File: src/rtl/control_unit_mc.sv
// control_unit_mc -- multicycle control FSM for the MIPS-subset datapath.
//
// State updates happen on the falling edge of clock; every control output is
// decoded from the current state (Moore), so an asynchronous reset drops all
// strobes (mem_write, reg_write, ...) the moment reset rises.
//
// Parameters
//   MEM_WAIT : idle cycles between address and data valid (0..7), applies
//              to instruction fetch and LW. Each wait state lasts MEM_WAIT+1.
//   STATE_W  : width of state_out (>= 5), state zero-extended.
//
// Optional build macro
//   CTRL_EXC_CAUSE_EN : adds registered exc_cause[1:0]
//                       (01 overflow, 10 undefined opcode, 11 undefined funct).
//
// Ports
//   clock, reset              : clock (falling edge), async active-high reset
//   opcode, funct             : IR[31:26], IR[5:0]
//   overflow, zero            : ALU status (zero is consumed by the datapath
//                               together with pc_write_cond/branch_ne)
//   pc_src .. epc_write       : datapath mux selects and load enables
//   halted                    : high while parked in BREAK
//   state_out                 : current state encoding
//
// State encoding (state_out):
//   0 RESET  1 FETCH  2 FETCH_WAIT  3 IR_LOAD  4 DECODE  5 R_EXEC  6 R_WB
//   7 MEM_ADDR  8 LW_RD  9 LW_WAIT  10 LW_WB  11 SW_WR  12 BRANCH  13 JUMP
//   14 JR  15 LUI  16 EXC  17 BREAK
module control_unit_mc #(
    parameter int MEM_WAIT = 1,
    parameter int STATE_W  = 5
) (
    input  logic               clock,
    input  logic               reset,
    input  logic [5:0]         opcode,
    input  logic [5:0]         funct,
    input  logic               overflow,
    input  logic               zero,
    output logic [1:0]         pc_src,
    output logic               alu_src_a,
    output logic [1:0]         alu_src_b,
    output logic [2:0]         alu_op,
    output logic               reg_write,
    output logic               reg_dst,
    output logic [1:0]         mem_to_reg,
    output logic               mem_write,
    output logic               iord,
    output logic               ir_write,
    output logic               pc_write,
    output logic               pc_write_cond,
    output logic               branch_ne,
    output logic               alu_out_write,
    output logic               a_load,
    output logic               b_load,
    output logic               epc_write,
    output logic               halted,
`ifdef CTRL_EXC_CAUSE_EN
    output logic [1:0]         exc_cause,
`endif
    output logic [STATE_W-1:0] state_out
);

    typedef enum logic [4:0] {
        RESET      = 5'd0,
        FETCH      = 5'd1,
        FETCH_WAIT = 5'd2,
        IR_LOAD    = 5'd3,
        DECODE     = 5'd4,
        R_EXEC     = 5'd5,
        R_WB       = 5'd6,
        MEM_ADDR   = 5'd7,
        LW_RD      = 5'd8,
        LW_WAIT    = 5'd9,
        LW_WB      = 5'd10,
        SW_WR      = 5'd11,
        BRANCH     = 5'd12,
        JUMP       = 5'd13,
        JR         = 5'd14,
        LUI        = 5'd15,
        EXC        = 5'd16,
        BREAK      = 5'd17
    } state_t;

    localparam logic [5:0] OP_R   = 6'b000000;
    localparam logic [5:0] OP_LW  = 6'b100011;
    localparam logic [5:0] OP_SW  = 6'b101011;
    localparam logic [5:0] OP_BEQ = 6'b000100;
    localparam logic [5:0] OP_BNE = 6'b000101;
    localparam logic [5:0] OP_LUI = 6'b001111;
    localparam logic [5:0] OP_J   = 6'b000010;

    localparam logic [5:0] F_ADD  = 6'b100000;
    localparam logic [5:0] F_SUB  = 6'b100010;
    localparam logic [5:0] F_AND  = 6'b100100;
    localparam logic [5:0] F_XOR  = 6'b100110;
    localparam logic [5:0] F_NOP  = 6'b000000;
    localparam logic [5:0] F_JR   = 6'b001000;
    localparam logic [5:0] F_BRK  = 6'b001101;

    state_t     state, nxt;
    logic [2:0] wcnt;
    logic       bne_q;

    // zero is used by the datapath branch logic, not by the sequencer
    logic unused_zero;
    assign unused_zero = zero;

    assign state_out = STATE_W'(state);

    // The wait counter is loaded on entry to a wait state, so the state is
    // held MEM_WAIT extra cycles beyond its first one.
    wire enter_wait = (nxt == FETCH_WAIT && state != FETCH_WAIT) ||
                      (nxt == LW_WAIT    && state != LW_WAIT);

    always_ff @(negedge clock or posedge reset) begin
        if (reset) begin
            state <= RESET;
            wcnt  <= 3'd0;
            bne_q <= 1'b0;
        end else begin
            state <= nxt;
            if (enter_wait)
                wcnt <= 3'(MEM_WAIT);
            else if (wcnt != 3'd0)
                wcnt <= wcnt - 3'd1;
            // branch polarity is captured at dispatch and replayed in BRANCH
            if (state == DECODE)
                bne_q <= (opcode == OP_BNE);
        end
    end

    always_comb begin
        nxt           = state;
        pc_src        = 2'b00;
        alu_src_a     = 1'b0;
        alu_src_b     = 2'b00;
        alu_op        = 3'b000;
        reg_write     = 1'b0;
        reg_dst       = 1'b0;
        mem_to_reg    = 2'b00;
        mem_write     = 1'b0;
        iord          = 1'b0;
        ir_write      = 1'b0;
        pc_write      = 1'b0;
        pc_write_cond = 1'b0;
        branch_ne     = 1'b0;
        alu_out_write = 1'b0;
        a_load        = 1'b0;
        b_load        = 1'b0;
        epc_write     = 1'b0;
        halted        = 1'b0;
        case (state)
            RESET: nxt = FETCH;
            FETCH: begin
                alu_src_b = 2'b01;
                alu_op    = 3'b001;
                pc_write  = 1'b1;
                nxt       = FETCH_WAIT;
            end
            FETCH_WAIT: if (wcnt == 3'd0) nxt = IR_LOAD;
            IR_LOAD: begin
                ir_write = 1'b1;
                nxt      = DECODE;
            end
            DECODE: begin
                a_load        = 1'b1;
                b_load        = 1'b1;
                alu_src_b     = 2'b11;
                alu_op        = 3'b001;
                alu_out_write = 1'b1;
                case (opcode)
                    OP_R: begin
                        case (funct)
                            F_ADD, F_SUB, F_AND, F_XOR: nxt = R_EXEC;
                            F_NOP:   nxt = FETCH;
                            F_JR:    nxt = JR;
                            F_BRK:   nxt = BREAK;
                            default: nxt = EXC;
                        endcase
                    end
                    OP_LW, OP_SW:   nxt = MEM_ADDR;
                    OP_BEQ, OP_BNE: nxt = BRANCH;
                    OP_LUI:         nxt = LUI;
                    OP_J:           nxt = JUMP;
                    default:        nxt = EXC;
                endcase
            end
            R_EXEC: begin
                alu_src_a     = 1'b1;
                alu_out_write = 1'b1;
                case (funct)
                    F_ADD:   alu_op = 3'b001;
                    F_SUB:   alu_op = 3'b010;
                    F_AND:   alu_op = 3'b011;
                    F_XOR:   alu_op = 3'b110;
                    default: alu_op = 3'b000;
                endcase
                // only signed add/sub trap; logical ops never overflow
                if ((funct == F_ADD || funct == F_SUB) && overflow)
                    nxt = EXC;
                else
                    nxt = R_WB;
            end
            R_WB: begin
                reg_write = 1'b1;
                reg_dst   = 1'b1;
                nxt       = FETCH;
            end
            MEM_ADDR: begin
                alu_src_a     = 1'b1;
                alu_src_b     = 2'b10;
                alu_op        = 3'b001;
                alu_out_write = 1'b1;
                nxt           = (opcode == OP_LW) ? LW_RD : SW_WR;
            end
            LW_RD: begin
                iord = 1'b1;
                nxt  = LW_WAIT;
            end
            LW_WAIT: begin
                iord = 1'b1;
                if (wcnt == 3'd0) nxt = LW_WB;
            end
            LW_WB: begin
                reg_write  = 1'b1;
                mem_to_reg = 2'b01;
                nxt        = FETCH;
            end
            SW_WR: begin
                iord      = 1'b1;
                mem_write = 1'b1;
                nxt       = FETCH;
            end
            BRANCH: begin
                alu_src_a     = 1'b1;
                alu_op        = 3'b010;
                pc_src        = 2'b01;
                pc_write_cond = 1'b1;
                branch_ne     = bne_q;
                nxt           = FETCH;
            end
            JUMP: begin
                pc_src   = 2'b10;
                pc_write = 1'b1;
                nxt      = FETCH;
            end
            JR: begin
                alu_src_a = 1'b1;
                pc_write  = 1'b1;
                nxt       = FETCH;
            end
            LUI: begin
                reg_write  = 1'b1;
                mem_to_reg = 2'b10;
                nxt        = FETCH;
            end
            EXC: begin
                epc_write = 1'b1;
                pc_src    = 2'b11;
                pc_write  = 1'b1;
                nxt       = FETCH;
            end
            BREAK: begin
                halted = 1'b1;
                nxt    = BREAK;
            end
            default: nxt = RESET;
        endcase
    end

`ifdef CTRL_EXC_CAUSE_EN
    logic [1:0] cause_nxt;

    // Cause of the exception being entered; only meaningful when nxt==EXC.
    always_comb begin
        cause_nxt = 2'b00;
        if (state == R_EXEC)
            cause_nxt = 2'b01;
        else if (state == DECODE)
            cause_nxt = (opcode == OP_R) ? 2'b11 : 2'b10;
    end

    always_ff @(negedge clock or posedge reset) begin
        if (reset)
            exc_cause <= 2'b00;
        else if (nxt == EXC && state != EXC)
            exc_cause <= cause_nxt;
    end
`endif

endmodule

File: config.mk
export PLATFORM = sky130hd
export DESIGN_NAME = control_unit_mc
export DESIGN_NICKNAME = d
export VERILOG_FILES = /design/src/rtl/control_unit_mc.sv
export SDC_FILE = /design/constraint.sdc
export NUM_CORES = 1
export LEC_CHECK = 0
export BUFFER_PORTS_ARGS = -buffer_cell sky130_fd_sc_hd__buf_2
export CORE_MARGIN = 2
export CORE_UTILIZATION = 50
export DETAILED_ROUTE_END_ITERATION = 16
export GPL_TIMING_DRIVEN = 1
export MAX_ROUTING_LAYER = met4
export PLACE_DENSITY = 0.88
export REMOVE_ABC_BUFFERS = 1
export SYNTH_ARGS = -nofsm -noshare
export SYNTH_HDL_FRONTEND = slang
export SYNTH_SLANG_ARGS = --single-unit
File: constraint.sdc
create_clock -name clock -period 2.9 [get_ports clock]
set_input_delay 0.435 -clock clock [delete_from_list [all_inputs] [get_ports clock]]
set_output_delay 0.435 -clock clock [all_outputs]
set_load 0.02 [all_outputs]
==> impl_metrics.tcl, run 1 <==
set metrics [dict create \
    synth_most_common_cell "nor2_1" \
    start_util_pct 53.8 \
    cts_hold_buf 0 \
    synth-edff-count 0 \
    cts.repair.resized 108 \
    async_flop_share_pct 100 \
    numCtsBuffers 3 \
    dpl_worst_slack_ns -0.943 \
    synth-seq-cells 9 \
    clock-sinks 9 \
    cts_setup_buffers 25 \
    postPlaceCellArea_um2 1770 \
    htreeDepth 1 \
    root_buffer "clkbuf_4" \
    pin_count 44 \
    clock_path_buffers 2 \
    yosysWarnings 0 \
    synth.top_cell.area_share_pct 18.7 \
    gp_congestion 0.922 \
    synth_top_flop_cell "dfrtn_1" \
    port_buffers 42 \
    fp-row-count 17 \
    avgSynthCellArea_um2 7.24 \
    die_y_um 53.0 \
    syn_area_um2 1200 \
    haltStage "4_1_cts" \
    synth.area.top_cells "dfrtn_1 19%, nor3_1 5.0%, nor2_1 5.0%" \
    syn-instance-count 166 \
    ys_seq_area_share_pct 18.7 \
    yosysUniqueCellTypes 58 \
    die_w_um 53.0 \
    toolErrorMsg "[ERROR DPL-0038] Utilization greater than 100%, impossible to legalize" \
    synth_top_area_cell "dfrtn_1" \
    dp_hpwl_mm 3.20 \
    synth_commonest_cells "16 x nor2_1, 15 x inv_1, 13 x nand2_1" \
    status "aborted with a tool error" \
]
## logic make-up after synthesis
family	after synthesis	share of synthesized area, %
xor+xnor	2	1.46
mux	1	0.832
simple gates	89	44.3
flops	9	18.7
fa+ha+maj	2	2.08
compound gates	40	25.0
buf+inv	23	7.60
## stage by stage
stage               setup TNS, ns  cells
detailed placement         -10.46    276
global placement            -9.45    276
floorplan                  -15.49    158
==> run 2, diff against run 1 <==
--- a/config.mk
+++ b/config.mk
@@ -6,12 +6,11 @@
 export NUM_CORES = 1
 export LEC_CHECK = 0
 export BUFFER_PORTS_ARGS = -buffer_cell sky130_fd_sc_hd__buf_2
-export CORE_MARGIN = 2
-export CORE_UTILIZATION = 50
+export CORE_AREA = 2 2 63 65
 export DETAILED_ROUTE_END_ITERATION = 16
+export DIE_AREA = 0 0 65 67
 export GPL_TIMING_DRIVEN = 1
-export MAX_ROUTING_LAYER = met4
-export PLACE_DENSITY = 0.88
+export PLACE_DENSITY_LB_ADDON = 0.15
 export REMOVE_ABC_BUFFERS = 1
 export SYNTH_ARGS = -nofsm -noshare
 export SYNTH_HDL_FRONTEND = slang
==> impl_metrics.tcl, run 2 <==
set metrics [dict create \
    status "finished with violations" \
    violations "negative setup slack" \
    layout.nets 327 \
    async_flop_share_pct 100 \
    route.detailed.drc 0 \
    drv_cap 0 \
    num_vias 2006 \
    grt_first_pass_wirelength_mm 8.70 \
    antenna_found_initial 0 \
    rsz0062_at_grt "yes" \
    synth_commonest_cells "16 x nor2_1, 15 x inv_1, 13 x nand2_1" \
    dp_hpwl_mm 3.33 \
    startpoint_type "flip-flop" \
    core_area_um2 3610 \
    worst_slew_pin_slew_ns 0.525 \
    synth_xor_area_share_pct 1.46 \
    syn-instance-count 166 \
    largest_register_ff_count 5 \
    yosysWarnings 0 \
    syn_area_um2 1200 \
    final_hold_viol_count 0 \
    drtPass1Iterations 4 \
    dieArea_um2 4360 \
    cp.required_ns 2.47 \
    slew_headroom_pct 64.7 \
    power_mw 2.43 \
    drt_wl_total_mm 7.11 \
    worstPathArrival_ns 3.12 \
    root_buffer "clkbuf_8" \
    synth.area.mux_share_pct 0.832 \
    synth.top_cell.area_share_pct 18.7 \
    dp.cells 300 \
    gp_congestion 0.897 \
    synth_top_family_by_area "simple AND/OR/NAND/NOR gates" \
    avgSynthCellArea_um2 7.24 \
    numCtsBuffers 3 \
    pin_count 44 \
    port_buffers 42 \
    yosys.area_share.simple_pct 44.3 \
    skew_ns 0.00164 \
    synth-edff-count 0 \
    clk_pin_slew_ns 0.04 \
    cts_tree "built" \
    clkLatencyLatePin_ns 0.26 \
    critPathKind "flip-flop to primary output" \
    grt_pass1_vias 1907 \
    synth_top_area_cell "dfrtn_1" \
    total_leakage_power_nw 1.44 \
    drt_iter0_drc 99 \
    diodes 0 \
    yosysUniqueCellTypes 58 \
    ys_seq_area_share_pct 18.7 \
    grt_usage_pct 26.2 \
    synth_compound_area_share_pct 25.0 \
    finalSetupViolations 36 \
    overflow 0 \
    fin_ws_ns -0.653 \
    wl_per_cell_um 20.0 \
    final_common_cell "buf_4" \
    clock_path_buffers 2 \
    finalMaxSlewViolations 0 \
    area_growth_pct 152 \
    die_w_um 65 \
    whs_ns 0.454 \
    fin_tns_setup_ns -14.26 \
    cts_hold_buf 0 \
    grt_max_degree 10 \
    start_util_pct 33.3 \
    synth_most_common_cell "nor2_1" \
    hp-class "flip-flop to flip-flop" \
    synth.area.top_cells "dfrtn_1 19%, nor3_1 5.0%, nor2_1 5.0%" \
    layout_common_cells "85 x buf_4, 46 x buf_6, 10 x inv_1, 10 x nor2_1, 9 x dfrtn_1" \
    synth-seq-cells 9 \
    die_y_um 67 \
    ir_drop_v 0.000387 \
    worstPathMaxFanout 4 \
    synth_top_flop_cell "dfrtn_1" \
    p_per_area_nw_per_um2 801 \
    synth_fa_ha_area_share_pct 2.08 \
    postRouteAntennaNets 0 \
    fp-row-count 22 \
    fin_cells 356 \
    vias_per_cell 5.63 \
    drive_above_1_share_pct 72.7 \
    htreeDepth 1 \
    end_kind "primary output" \
    clock-sinks 9 \
]
[run 2: cell counts after synthesis]
Identical to the previous run, type by type.
[run 2: final cells by class]
type	count	area (um^2)
Inverter	15	61.3
Multi-Input combinational cell	134	1300
Sequential cell	9	225
Clock buffer	4	45.0
Timing Repair Buffer	146	1340
Fill cell	191	577
Tap cell	48	60.1
[run 2: logic make-up (layout without fill, tap and decap cells)]
| group | Yosys count | after routing |
|---|---|---|
| muxes | 1 | 1 |
| buffers and inverters | 23 | 165 |
| and+or+nand+nor | 89 | 89 |
| xor gates and xnor gates | 2 | 2 |
| adders and majority gates | 2 | 2 |
| AOI/OAI and AO/OA | 40 | 40 |
| DFF | 9 | 9 |
[run 2: final timing paths]
kind                         startpoint           end  slack (ns)  depth (start not counted)
max in group asynchronous         reset  state_out[2]        1.14                          2
max reg2reg                state_out[4]       wcnt[0]       -0.50                         20
max                        state_out[2]     alu_op[0]       -0.65                          6
min in group asynchronous         reset         bne_q        1.47                          2
min reg2reg                       bne_q         bne_q        0.45                          2
min                               bne_q         bne_q        0.45                          2
[run 2: through the flow]
step | setup slack, ns | instance area (um^2) | util (%)
after floorplan | -1.01 | 1170 | -
after global placement | -0.933 | 1830 | 50.7
after detailed placement | -0.987 | 1830 | 50.7
after CTS | -0.638 | 2630 | 73.0
after global routing | -0.712 | 3030 | 84.0
final | -0.653 | 3030 | 84.0
[run 2: timing repair]
item                                    CTS  global route
buffers inserted                         38            18
endpoints found under the setup margin   36            36
resized for setup                       126            60
cloned                                    1             0
pin swaps                                35            26
hold endpoints to repair                  0             0
[run 2: power breakdown]
part	internal, mW	switching [mW]	leakage, nW
Sequential	0.176	0.0525	0.116
Clock	0.0962	0.0550	0.0228
Combinational	1.06	0.986	1.30
[run 2: worst max-delay path, cell delays in order, from the launching register on]
cell       delay [ns]
dfrtn_1          0.46
buf_6            0.14
buf_6            0.11
nor2_4           0.05
a2111oi_4        0.30
o31a_1           0.23
buf_6            0.13
[run 2: routing by layer]
metal	vias to the layer above	wire, um	track usage (%)
met5	-	0	0
li1	902	-	-
met4	0	450	12.0
met1	974	2480	25.9
met2	94	3920	55.2
met3	36	258	1.18
(Power assumes the default switching activity.)
==> run 3, diff against run 2 <==
==> constraint.sdc (replaced) <==
create_clock -name clock -period 2.9 [get_ports clock]
set_input_delay 0.29 -clock clock [delete_from_list [all_inputs] [get_ports clock]]
set_output_delay 0.29 -clock clock [all_outputs]
set_load 0.02 [all_outputs]
==> impl_metrics.tcl, run 3 (same netlist as run 2, synthesis figures left out) <==
set metrics [dict create \
    status "finished with violations" \
    violations "negative setup slack" \
    drive_above_1_share_pct 68.3 \
    startpoint_type "primary input" \
    cts_hold_buf 0 \
    numCtsBuffers 3 \
    finalMaxSlewViolations 0 \
    worst_slew_pin_slew_ns 0.504 \
    wl_per_cell_um 17.9 \
    grt_first_pass_wirelength_mm 9.01 \
    dieArea_um2 4360 \
    grt_max_degree 10 \
    port_buffers 42 \
    route.detailed.drc 0 \
    worst-r2r-cell-count 20 \
    core_area_um2 3610 \
    die_w_um 65 \
    num_vias 1896 \
    total_leakage_power_nw 1.37 \
    antenna_found_initial 0 \
    worstPathMaxFanout 3 \
    fin_util_pct 80.0 \
    grt_usage_pct 26.9 \
    final_hold_viol_count 0 \
    drv_cap 0 \
    htreeDepth 1 \
    dpl_worst_slack_ns -0.824 \
    hold_depth 2 \
    pin_count 44 \
    postRouteAntennaNets 0 \
    cts_tree "built" \
    largest_register_ff_count 5 \
    rsz0062_at_grt "yes" \
    drt_wl_total_mm 6.28 \
    drt_iter0_drc 149 \
    worstPathArrival_ns 2.01 \
    dp_hpwl_mm 3.31 \
    final_common_cell "buf_4" \
    fin_ws_ns -0.482 \
    cp.required_ns 1.53 \
    overflow 0 \
    clock-sinks 9 \
    clkLatencyLatePin_ns 0.25 \
    skew_ns 0.000247 \
    fp-row-count 22 \
    gp_congestion 0.897 \
    diodes 0 \
    layout_common_cells "83 x buf_4, 43 x buf_6, 13 x nor2_1, 11 x inv_1" \
    clk_pin_slew_ns 0.03 \
    die_y_um 67 \
    area_growth_pct 140 \
    end_kind "flip-flop" \
    layout.nets 322 \
    critPathKind "primary input to flip-flop" \
    drtPass1Iterations 4 \
    root_buffer "clkbuf_8" \
    clock_path_buffers 2 \
    whs_ns 0.445 \
    finalSetupViolations 30 \
    slew_headroom_pct 66.2 \
    p_per_area_nw_per_um2 774 \
    ir_drop_v 0.000260 \
    grt_pass1_vias 1933 \
    fillers 198 \
    vias_per_cell 5.40 \
    start_util_pct 33.3 \
    hp-class "flip-flop to flip-flop" \
]
[run 3: worst max-delay path, stage by stage]
cell and delay (ns):
buf_6 0.10, or4_4 0.55, nor4b_4 0.36, o221ai_2 0.17
a21o_1 0.20, o31ai_4 0.25, a21oi_1 0.10
[run 3: through the flow]
step	instance area [um^2]	setup TNS (ns)	instances	total power, mW
6_report	2890	-9.45	351	2.23
5_1_grt	2890	-10.87	351	2.34
4_1_cts	2670	-7.22	342	2.00
3_5_place_dp	1830	-6.01	300	1.26
3_3_place_gp	1830	-5.30	300	1.24
2_1_floorplan	1170	-11.13	158	0.792
[run 3: worst paths after layout]
kind / start / end / slack [ns]
hold / removal: bne_q / bne_q / 0.45
setup reg to reg: state_out[1] / wcnt[0] / -0.40
min in group asynchronous: reset / wcnt[1] / 1.33
setup / recovery: funct[4] / wcnt[2] / -0.48
max in group asynchronous: reset / state_out[0] / 1.29
hold reg to reg: bne_q / bne_q / 0.45
[run 3: power by group]
part	switching (mW)	internal [mW]
Combinational	0.895	0.970
Sequential	0.0516	0.176
Clock	0.0445	0.0954
[run 3: final cells by class]
| cell class | count | area, um^2 | area share [%] |
|---|---|---|---|
| clock buffer | 4 | 45.0 | 1.56 |
| inverter | 15 | 61.3 | 2.12 |
| multi-input combinational | 134 | 1240 | 42.9 |
| sequential | 9 | 225 | 7.81 |
| tap | 48 | 60.1 | 2.08 |
| timing repair buffer | 141 | 1250 | 43.5 |
[run 3: layer usage]
| layer | share of wire (%) | global-route usage [%] | vias to the layer above |
|---|---|---|---|
| li1 | - | - | 892 |
| met2 | 56 | 53.7 | 57 |
| met3 | 2.6 | 2.53 | 22 |
| met1 | 37 | 28.2 | 925 |
| met4 | 3.9 | 11.4 | 0 |
| met5 | 0 | 0 | - |
[run 3: what timing repair did]
item,CTS,global route
setup buffers,38,12
cloned,1,0
resized for setup,126,41
pin swaps,31,22
setup endpoints to repair,31,32
